--- src/rtl/dxm_mux_reg_pkg.sv ---
// ---------------------------------------------------------------------------
// dxm_mux_reg_pkg
// Shared definitions for the registered channel multiplexer: FSM state
// encoding, legal parameter limits, blanking counter width and a helper that
// computes the select width a given channel count requires.
// No ports (package).
// ---------------------------------------------------------------------------
package dxm_mux_reg_pkg;

    typedef enum logic {
        ST_ACTIVE = 1'b0,
        ST_BLANK  = 1'b1
    } dxm_state_e;

    localparam int NUM_CH_MIN    = 2;
    localparam int NUM_CH_MAX    = 16;
    localparam int BLANK_CYC_MAX = 15;
    localparam int CNT_W         = 4;

    // ceil(log2(n)), never less than 1
    function automatic int sel_width(input int n);
        int w;
        w = 1;
        while ((1 << w) < n) begin
            w = w + 1;
        end
        return w;
    endfunction

endpackage

--- src/rtl/dxm_mux_reg_if.sv ---
// ---------------------------------------------------------------------------
// dxm_mux_reg_if
// Bundles the channel inputs, select request and registered outputs of
// dxm_mux_reg.
//   in_data   : packed channel data, channel k at [k*mux_width +: mux_width]
//   in_valid  : per-channel valid
//   sel       : requested channel index
//   sel_upd   : single-cycle strobe that loads sel
//   out       : registered selected data
//   out_valid : registered qualifier for out
//   cur_sel   : currently active channel
//   busy      : high while a switch is blanking
//   sel_err   : one-cycle pulse on an out-of-range request
// master drives the requests/data, slave is the multiplexer.
// ---------------------------------------------------------------------------
interface dxm_mux_reg_if #(
    parameter int mux_width = 1,
    parameter int num_ch    = 4,
    parameter int sel_w     = 2
);
    logic [num_ch*mux_width-1:0] in_data;
    logic [num_ch-1:0]           in_valid;
    logic [sel_w-1:0]            sel;
    logic                        sel_upd;
    logic [mux_width-1:0]        out;
    logic                        out_valid;
    logic [sel_w-1:0]            cur_sel;
    logic                        busy;
    logic                        sel_err;

    modport master (
        output in_data, in_valid, sel, sel_upd,
        input  out, out_valid, cur_sel, busy, sel_err
    );

    modport slave (
        input  in_data, in_valid, sel, sel_upd,
        output out, out_valid, cur_sel, busy, sel_err
    );
endinterface

--- src/rtl/dxm_mux_blank_cnt.sv ---
// ---------------------------------------------------------------------------
// dxm_mux_blank_cnt
// Blanking down-counter. Load has priority over decrement; the count
// saturates at zero instead of wrapping.
//   clk, rst_n : clock, asynchronous active-low reset
//   load       : load load_val
//   load_val   : value to load
//   dec        : decrement by one when non-zero
//   zero       : count is zero
// ---------------------------------------------------------------------------
module dxm_mux_blank_cnt
    import dxm_mux_reg_pkg::*;
(
    input  logic             clk,
    input  logic             rst_n,
    input  logic             load,
    input  logic [CNT_W-1:0] load_val,
    input  logic             dec,
    output logic             zero
);
    logic [CNT_W-1:0] cnt;

    always_ff @(posedge clk or negedge rst_n) begin
        if (!rst_n) begin
            cnt <= '0;
        end else if (load) begin
            cnt <= load_val;
        end else if (dec && (cnt != '0)) begin
            cnt <= cnt - CNT_W'(1);
        end
    end

    assign zero = (cnt == '0);
endmodule

--- src/rtl/dxm_mux_reg.sv ---
// ---------------------------------------------------------------------------
// dxm_mux_reg
// Registered N:1 channel multiplexer with output blanking after a channel
// switch. In ACTIVE the selected channel is registered to the output with one
// cycle of latency. A switch to a different in-range channel blanks the
// output (out_valid low, out held) for blank_cyc cycles. Out-of-range
// requests are ignored and flagged with a one-cycle sel_err pulse.
//   clk   : clock, rising edge
//   rst_n : asynchronous active-low reset
//   bus   : dxm_mux_reg_if slave (data/valid in, select request, outputs)
// ---------------------------------------------------------------------------
module dxm_mux_reg
    import dxm_mux_reg_pkg::*;
#(
    parameter int mux_width = 1,
    parameter int num_ch    = 4,
    parameter int blank_cyc = 2,
    parameter int sel_w     = 2
) (
    input  logic          clk,
    input  logic          rst_n,
    dxm_mux_reg_if.slave  bus
);

    if ((num_ch < NUM_CH_MIN) || (num_ch > NUM_CH_MAX)) begin : g_bad_num_ch
        $error("dxm_mux_reg: num_ch out of legal range");
    end
    if ((blank_cyc < 0) || (blank_cyc > BLANK_CYC_MAX)) begin : g_bad_blank_cyc
        $error("dxm_mux_reg: blank_cyc out of legal range");
    end
    if (sel_w != sel_width(num_ch)) begin : g_bad_sel_w
        $error("dxm_mux_reg: sel_w does not match num_ch");
    end

    localparam logic [sel_w:0]     NUM_CH_EXT = (sel_w + 1)'(num_ch);
    localparam logic [CNT_W-1:0]   BLANK_LOAD = (blank_cyc > 0) ? CNT_W'(blank_cyc - 1) : '0;

    dxm_state_e           state, state_nxt;
    logic [sel_w-1:0]     cur_sel, cur_sel_nxt;
    logic [mux_width-1:0] out_p1;
    logic                 vld_p1;
    logic                 err_p1;
    logic                 cnt_load, cnt_dec, cnt_zero;
    logic                 sel_in_range, req_sw, req_bad;

    assign sel_in_range = ({1'b0, bus.sel} < NUM_CH_EXT);
    assign req_sw       = bus.sel_upd && sel_in_range && (bus.sel != cur_sel);
    assign req_bad      = bus.sel_upd && !sel_in_range;

    dxm_mux_blank_cnt u_blank_cnt (
        .clk      (clk),
        .rst_n    (rst_n),
        .load     (cnt_load),
        .load_val (BLANK_LOAD),
        .dec      (cnt_dec),
        .zero     (cnt_zero)
    );

    always_comb begin
        state_nxt   = state;
        cur_sel_nxt = cur_sel;
        cnt_load    = 1'b0;
        cnt_dec     = 1'b0;
        unique case (state)
            ST_ACTIVE: begin
                if (req_sw) begin
                    cur_sel_nxt = bus.sel;
                    if (blank_cyc > 0) begin
                        state_nxt = ST_BLANK;
                        cnt_load  = 1'b1;
                    end
                end
            end
            ST_BLANK: begin
                // a new switch mid-blank restarts the full blanking window
                if (req_sw) begin
                    cur_sel_nxt = bus.sel;
                    cnt_load    = 1'b1;
                end else if (cnt_zero) begin
                    state_nxt = ST_ACTIVE;
                end else begin
                    cnt_dec = 1'b1;
                end
            end
            default: state_nxt = ST_ACTIVE;
        endcase
    end

    // ---- stage p1: state, selection and output registers ----
    // The output follows the next state so that blanking begins on the same
    // edge that accepts the switch, and the new channel appears on the edge
    // that leaves BLANK (or immediately when there is no blanking).
    always_ff @(posedge clk or negedge rst_n) begin
        if (!rst_n) begin
            state   <= ST_ACTIVE;
            cur_sel <= '0;
            out_p1  <= '0;
            vld_p1  <= 1'b0;
            err_p1  <= 1'b0;
        end else begin
            state   <= state_nxt;
            cur_sel <= cur_sel_nxt;
            err_p1  <= req_bad;
            if (state_nxt == ST_ACTIVE) begin
                out_p1 <= bus.in_data[int'(cur_sel_nxt) * mux_width +: mux_width];
                vld_p1 <= bus.in_valid[cur_sel_nxt];
            end else begin
                vld_p1 <= 1'b0;
            end
        end
    end

    assign bus.out       = out_p1;
    assign bus.out_valid = vld_p1;
    assign bus.cur_sel   = cur_sel;
    assign bus.busy      = (state == ST_BLANK);
    assign bus.sel_err   = err_p1;

endmodule

--- src/flat_wrapper.sv ---
// flat-port wrapper written by rule: the top's interface ports become plain ports
module dxm_mux_reg_flat import dxm_mux_reg_pkg::*;
#(
    parameter int mux_width = 1,
    parameter int num_ch    = 4,
    parameter int blank_cyc = 2,
    parameter int sel_w     = 2
)
  (clk, rst_n, bus_in_data, bus_in_valid, bus_sel, bus_sel_upd, bus_out, bus_out_valid, bus_cur_sel, bus_busy, bus_sel_err);
  dxm_mux_reg_if #(.mux_width(mux_width), .num_ch(num_ch), .sel_w(sel_w)) bus_i ();
  input  logic clk;
  input  logic rst_n;
  input wire logic [$bits(bus_i.in_data)-1:0] bus_in_data;
  input wire logic [$bits(bus_i.in_valid)-1:0] bus_in_valid;
  input wire logic [$bits(bus_i.sel)-1:0] bus_sel;
  input wire logic [$bits(bus_i.sel_upd)-1:0] bus_sel_upd;
  output wire logic [$bits(bus_i.out)-1:0] bus_out;
  output wire logic [$bits(bus_i.out_valid)-1:0] bus_out_valid;
  output wire logic [$bits(bus_i.cur_sel)-1:0] bus_cur_sel;
  output wire logic [$bits(bus_i.busy)-1:0] bus_busy;
  output wire logic [$bits(bus_i.sel_err)-1:0] bus_sel_err;
  assign bus_i.in_data = bus_in_data;
  assign bus_i.in_valid = bus_in_valid;
  assign bus_i.sel = bus_sel;
  assign bus_i.sel_upd = bus_sel_upd;
  assign bus_out = bus_i.out;
  assign bus_out_valid = bus_i.out_valid;
  assign bus_cur_sel = bus_i.cur_sel;
  assign bus_busy = bus_i.busy;
  assign bus_sel_err = bus_i.sel_err;
  dxm_mux_reg #(.mux_width(mux_width), .num_ch(num_ch), .blank_cyc(blank_cyc), .sel_w(sel_w)) u_core (.clk(clk), .rst_n(rst_n), .bus(bus_i));
endmodule
--- config.mk ---
export PLATFORM = sky130hd
export DESIGN_NAME = dxm_mux_reg_flat
export DESIGN_NICKNAME = d
export VERILOG_FILES = /design/src/rtl/dxm_mux_reg_pkg.sv /design/src/rtl/dxm_mux_reg_if.sv /design/src/rtl/dxm_mux_blank_cnt.sv /design/src/rtl/dxm_mux_reg.sv /design/src/flat_wrapper.sv
export SDC_FILE = /design/constraint.sdc
export NUM_CORES = 1
export LEC_CHECK = 0
export CORE_MARGIN = 2
export CORE_UTILIZATION = 36
export CTS_CLUSTER_SIZE = 10
export DETAILED_ROUTE_END_ITERATION = 8
export GPL_TIMING_DRIVEN = 0
export PLACE_DENSITY = 0.71
export SLEW_MARGIN = 5
export SYNTH_ARGS = -nofsm -noshare
export SYNTH_HDL_FRONTEND = slang
export SYNTH_SLANG_ARGS = --single-unit
--- constraint.sdc ---
create_clock -name clk -period 1.7 [get_ports clk]
set_clock_uncertainty 0.2 [all_clocks]
set_input_delay 0.34 -clock clk [delete_from_list [all_inputs] [get_ports clk]]
set_output_delay 0.34 -clock clk [all_outputs]
set_load 0.01 [all_outputs]
* Word level (Yosys, flattened, before mapping)
Index checks and enable logic that the tools add are counted. W data, S select, Z words.
Storage, ports and cells: bits in registers 9, bits in latches 0, RAM bits 0, memory bits (read-only) 0, output and inout bits 6, memories 0
Cells by class: $add $sub $neg 1, $mul 0, div/mod/pow operators 0, $lt $le $gt $ge 1, equality and inequality tests 1, shift operators 1, mux-type cells 12, bitwise gates (word level) 1, reductions and logical operators 5
Operators by type and width (count):
- $mux W4 | 2
- $mux W1 | 7
- $logic_not A4 Y1 | 1
- $reduce_bool A4 Y1 | 1
- $shiftx A4 B3 Y1 | 1
- $sub A4 B1 Y4 const B | 1
- $lt A2 B3 Y1 const B | 1
- $bmux W1 S2 | 1
- $logic_and A1 B1 Y1 | 2
- $mux W2 | 1
- $ne A2 B2 Y1 | 1
- $pmux W1 S2 | 1
- $reduce_bool A2 Y1 | 1
- $not A1 Y1 | 1

* Longest topological paths before layout
depth in word-level cells 7, mapped depth 6, depth with buffers taken out 6

* By module
A second synthesis with hierarchy kept.
Second synthesis, totals: cells, all modules 51, area total of the unflattened synthesis 564.3 µm²
By module, submodules not included:
- dxm_mux_reg | times used 1, cells each 24, area each 294.0 µm², sequential area each 125.1 µm²
- dxm_mux_blank_cnt | times used 1, cells each 27, area each 270.3 µm², sequential area each 100.1 µm²

* Least setup slack after synthesis
No wires, ideal clock.
path kind register to register, from register u_core.u_blank_cnt.cnt[0], to register u_core.out_p1 (netlist: u_core.bus.out), library setup time 125 ps, data arrival time 1487 ps, data required time 1375 ps, setup slack -112 ps, cell stages (with the launch flop) 7, buffers on the path 0, cell sequence dfrtp_1 inv_1 ha_1 inv_1 o31a_1 or2_4 mux2_4
Between the ends: longest elaborated chain between the ends 4
RTL lines:
- from (decl) | line dxm_mux_blank_cnt.sv:21 | logic [CNT_W-1:0] cnt;
- from (signal assigned) | line dxm_mux_blank_cnt.sv:27 | cnt <= load_val;
- from (signal assigned) | line dxm_mux_blank_cnt.sv:29 | cnt <= cnt - CNT_W'(1);
- $logic_not A4 Y1 | line dxm_mux_blank_cnt.sv:33 | assign zero = (cnt == '0);
- $mux W1 | line dxm_mux_reg.sv:79 | end else if (cnt_zero) begin
- $mux W1 | line dxm_mux_reg.sv:76 | if (req_sw) begin
- $pmux W1 S2 | line dxm_mux_reg.sv:64 | unique case (state)
- via u_core.state_nxt | line dxm_mux_reg.sv:38 | dxm_state_e state, state_nxt;
- to (signal assigned) | line dxm_mux_reg.sv:105 | out_p1 <= bus.in_data[int'(cur_sel_nxt) * mux_width +: mux_width];
- to (decl) | line dxm_mux_reg.sv:40 | logic [mux_width-1:0] out_p1;
The timed path passes the listed nets, and every way through them passes these cells. A chain may end at the register's enable or synchronous reset.

* Worst setup path after layout
from register u_core.u_blank_cnt.cnt[1], to register u_core.out_p1 (netlist: u_core.bus.out)
The elaborated chain is that of the path after synthesis.

==> summary.txt <==
Place
  – Final HPWL DP: 657 um
  – Port bufs: 17
  – GP Congestion: 0.578

Pwr
  – Net Sw Power: 327 uW
  – Combinational power share: 50.0%
  – Peak VDD IR: 0.716 mV
  – Pwr dens: 1290 nW/um^2
  – Pint: 680 uW
  – Sw frac: 32.4%
  – Clock power share: 15.8%
  – Sequential Power Share: 34.1%
  – Power, Total: 1.01 mW
  – Leakage power: 0.363 nW

Worst setup path
  – Reg2Reg Depth: 6
  – CP Capture Type: register
  – Family with the most delay on the worst path: flip-flops
  – Crit path max fanout: 3
  – Worst path buffer plus inverter count: 2
  – Setup crit end: u_core.bus.out
  – Reg-to-Reg End: u_core.bus.out
  – Crit Path Class: reg2reg
  – FF-to-FF Start: u_core.u_blank_cnt.cnt[1]
  – Worst path required time: 1.64 ns
  – CP max stage cell: dfrtp_1
  – Critical path, cell by cell: inv_1, ha_2, inv_2, o31a_1, or2_4, mux2_4
  – Crit path from: u_core.u_blank_cnt.cnt[1]
  – R2R Setup Slk: -0.1 ns
  – Worst EP arrival: 1.74 ns
  – Critical path's largest stage delay: 0.38 ns
  – Critical Path Source Type: register
  – Critical path depth: 6

Routing
  – Met3 Wirelength: 54 um
  – Max Used Layer: met4
  – WL final: 873 um
  – DRC violations left: 0
  – Initial drt markers: 0
  – Final ANT Viol Nets: 0
  – Pre-antenna DRT Iters: 1
  – Routed length on met1: 350 um
  – Via count: 385
  – WL per Instance: 10.4 um
  – Vias per inst: 4.58
  – WL met2: 452 um

STA
  – FMAX: 556 MHz
  – Final Setup Violations: 1
  – RSZ-0062 raised after global routing: yes
  – Fin worst setup slack: -0.0999 ns
  – Final Hold Vio Count: 0
  – Setup TNS: -0.0999 ns
  – Final Max Slew Viols: 0
  – Final period util: 106%
  – Min cycle time layout: 1.80 ns

Die
  – Die Wd: 40.7 um
  – Die Area: 1650 um^2
  – Core region area: 1280 um^2
  – Io pins: 19
  – Die Y: 40.7 um
  – Initial Util: 37.7%
  – Site Rows: 13

Yosys
  – Yosys warnings: 0
  – Post-synthesis cell count: 41
  – Syn Std Cell Area: 484 um^2
  – Sequential-to-total area share from yosys stat: 46.5%
  – Yosys reg bits: 9
  – Mapped Nets: 55
  – Syn_area_per_cell: 11.8 um^2
  – Synth cell types: 21

Finish
  – Multi-input gate area in the final layout: 263 um^2
  – Layout cells sized above 1: 33.3%
  – Final Util: 60.7%
  – Fill count: 101
  – N_diodes: 0
  – Area growth, synth to finish: 61.0%
  – Nets@finish: 84
  – Register area: 225 um^2

CTS
  – CTS Hold Bufs: 0
  – Clock Tree Root: clkbuf_4
  – Worst-case clock buffer depth: 2
  – Latest clock arrival within the worst-skew pair: 0.25 ns
  – Clk sinks: 9
  – Num CTS Buffers: 3
  – Worst-path clk slew: 0.06 ns
  – CTS tree: yes
  – Htree depth: 1

Global routing
  – Largest net degree at the start of global routing: 10
  – GRT Total Usage: 15.6%
  – Vias in the first global route: 381
  – First-pass GRT wire length: 1.56 mm
  – Antenna violations before repair: 0
  – Total global routing overflow: 0

Min path
  – Worst Hold Class: in2async

Run
  – Number of max-cap violations: 0

Run status
  – Outcome: finished, violations left
  – Failing checks: setup timing
-- how the worst min path moves through the flow --
| stage | end | slack (ns) | depth (start not counted) |
|---|---|---|---|
| 3_3_place_gp | u_core.bus.out | 0.30 | 1 |
| 5_1_grt | u_core.bus.cur_sel[1] | 0.20 | 1 |
| 3_5_place_dp | u_core.bus.out | 0.30 | 1 |
| 4_1_cts | u_core.bus.cur_sel[1] | 0.18 | 1 |
| 6_report | u_core.bus.cur_sel[1] | 0.18 | 1 |
| 2_1_floorplan | u_core.bus.busy | -0.16 | 0 |
-- synth_stat cells --
cell type / number / area, um^2
a211oi_1: 1 / 7.51
a21boi_2: 1 / 11.3
buf_4: 1 / 7.51
conb_1: 1 / 3.75
dfrtp_1: 9 / 225
ha_1: 1 / 12.5
inv_1: 5 / 18.8
mux2_4: 1 / 15.0
mux2i_1: 4 / 40.0
mux2i_2: 1 / 13.8
mux4_2: 1 / 22.5
nand2b_1: 1 / 6.26
nor2_1: 3 / 11.3
nor2b_1: 1 / 6.26
nor3_1: 1 / 5.00
o211ai_1: 1 / 7.51
o311ai_0: 1 / 8.76
o31a_1: 1 / 8.76
or2_4: 1 / 8.76
xnor2_1: 3 / 26.3
xor2_1: 2 / 17.5
-- per-layer routing --
metal / vias up / track usage [%]
li1: 196 / -
met1: 171 / 16.3
met2: 16 / 25.0
met3: 2 / 3.80
met4: 0 / 15.0
met5: - / 0
-- worst reg2reg max path: stages (launching register included) --
cell	delay [ns]
dfrtp_1	0.38
inv_1	0.07
ha_2	0.19
inv_2	0.04
o31a_1	0.25
or2_4	0.27
mux2_4	0.29
-- sequential cells by signal, summed over array words and instances, names as in the netlist --
signal and flops:
u_core.bus.busy 1, u_core.bus.cur_sel 2, u_core.bus.out 1, u_core.bus.out_valid 1
u_core.u_blank_cnt.cnt 4
-- power groups by stage --
stage	logic, mW	clock network, mW	registers [mW]
floorplan	0.237	0	0.359
global placement	0.387	0	0.347
detailed placement	0.386	0	0.351
CTS	0.451	0.167	0.341
global route	0.559	0.176	0.355
finish	0.504	0.159	0.344
-- cells in the final DEF, fill, tap and decap left out, types with 2 or more instances in the layout --
master,Yosys,routed
mux2i_1,4,3
inv_1,5,3
dlygate4sd2_1,0,4
inv_2,0,2
xnor2_1,3,2
xor2_1,2,2
dfrtp_1,9,9
buf_4,1,8
clkdlybuf4s50_1,0,11
clkbuf_4,0,3
nor2_1,3,2
-- cell families after synthesis --
kind of cell	after synthesis	synth area share, %
simple gates	7	7.75
fa+ha+maj	1	2.58
other cells	1	0.774
buf+inv	6	5.43
flops	9	46.5
compound gates	5	9.05
xor+xnor	5	9.05
mux	7	18.9
-- timing repair --
action / in CTS / in global routing
buffers inserted: 4 / 4
endpoints found under the hold margin: 0 / 0
resized for setup: 7 / 8
endpoints found under the setup margin: 5 / 6
pin swaps: 1 / 5
-- area by class of cell --
class                      instances  area share (%)
inverter                           5            2.41
tap                               15            2.41
buffer                             1           0.963
clock buffer                       4            3.37
sequential                         9            28.9
multi-input combinational         26            33.7
timing repair buffer              24            28.3
-- stage by stage --
step,cell area (um^2),hold slack (ns),setup WS [ns],instances
global route,779,0.198,-0.169,84
finish,779,0.178,-0.0999,84
CTS,736,0.183,-0.115,81
floorplan,484,-0.156,-0.0575,41
global placement,673,0.301,-0.572,73
detailed placement,673,0.295,-0.564,73
No activity file was read; power rests on OpenSTA's default activity.
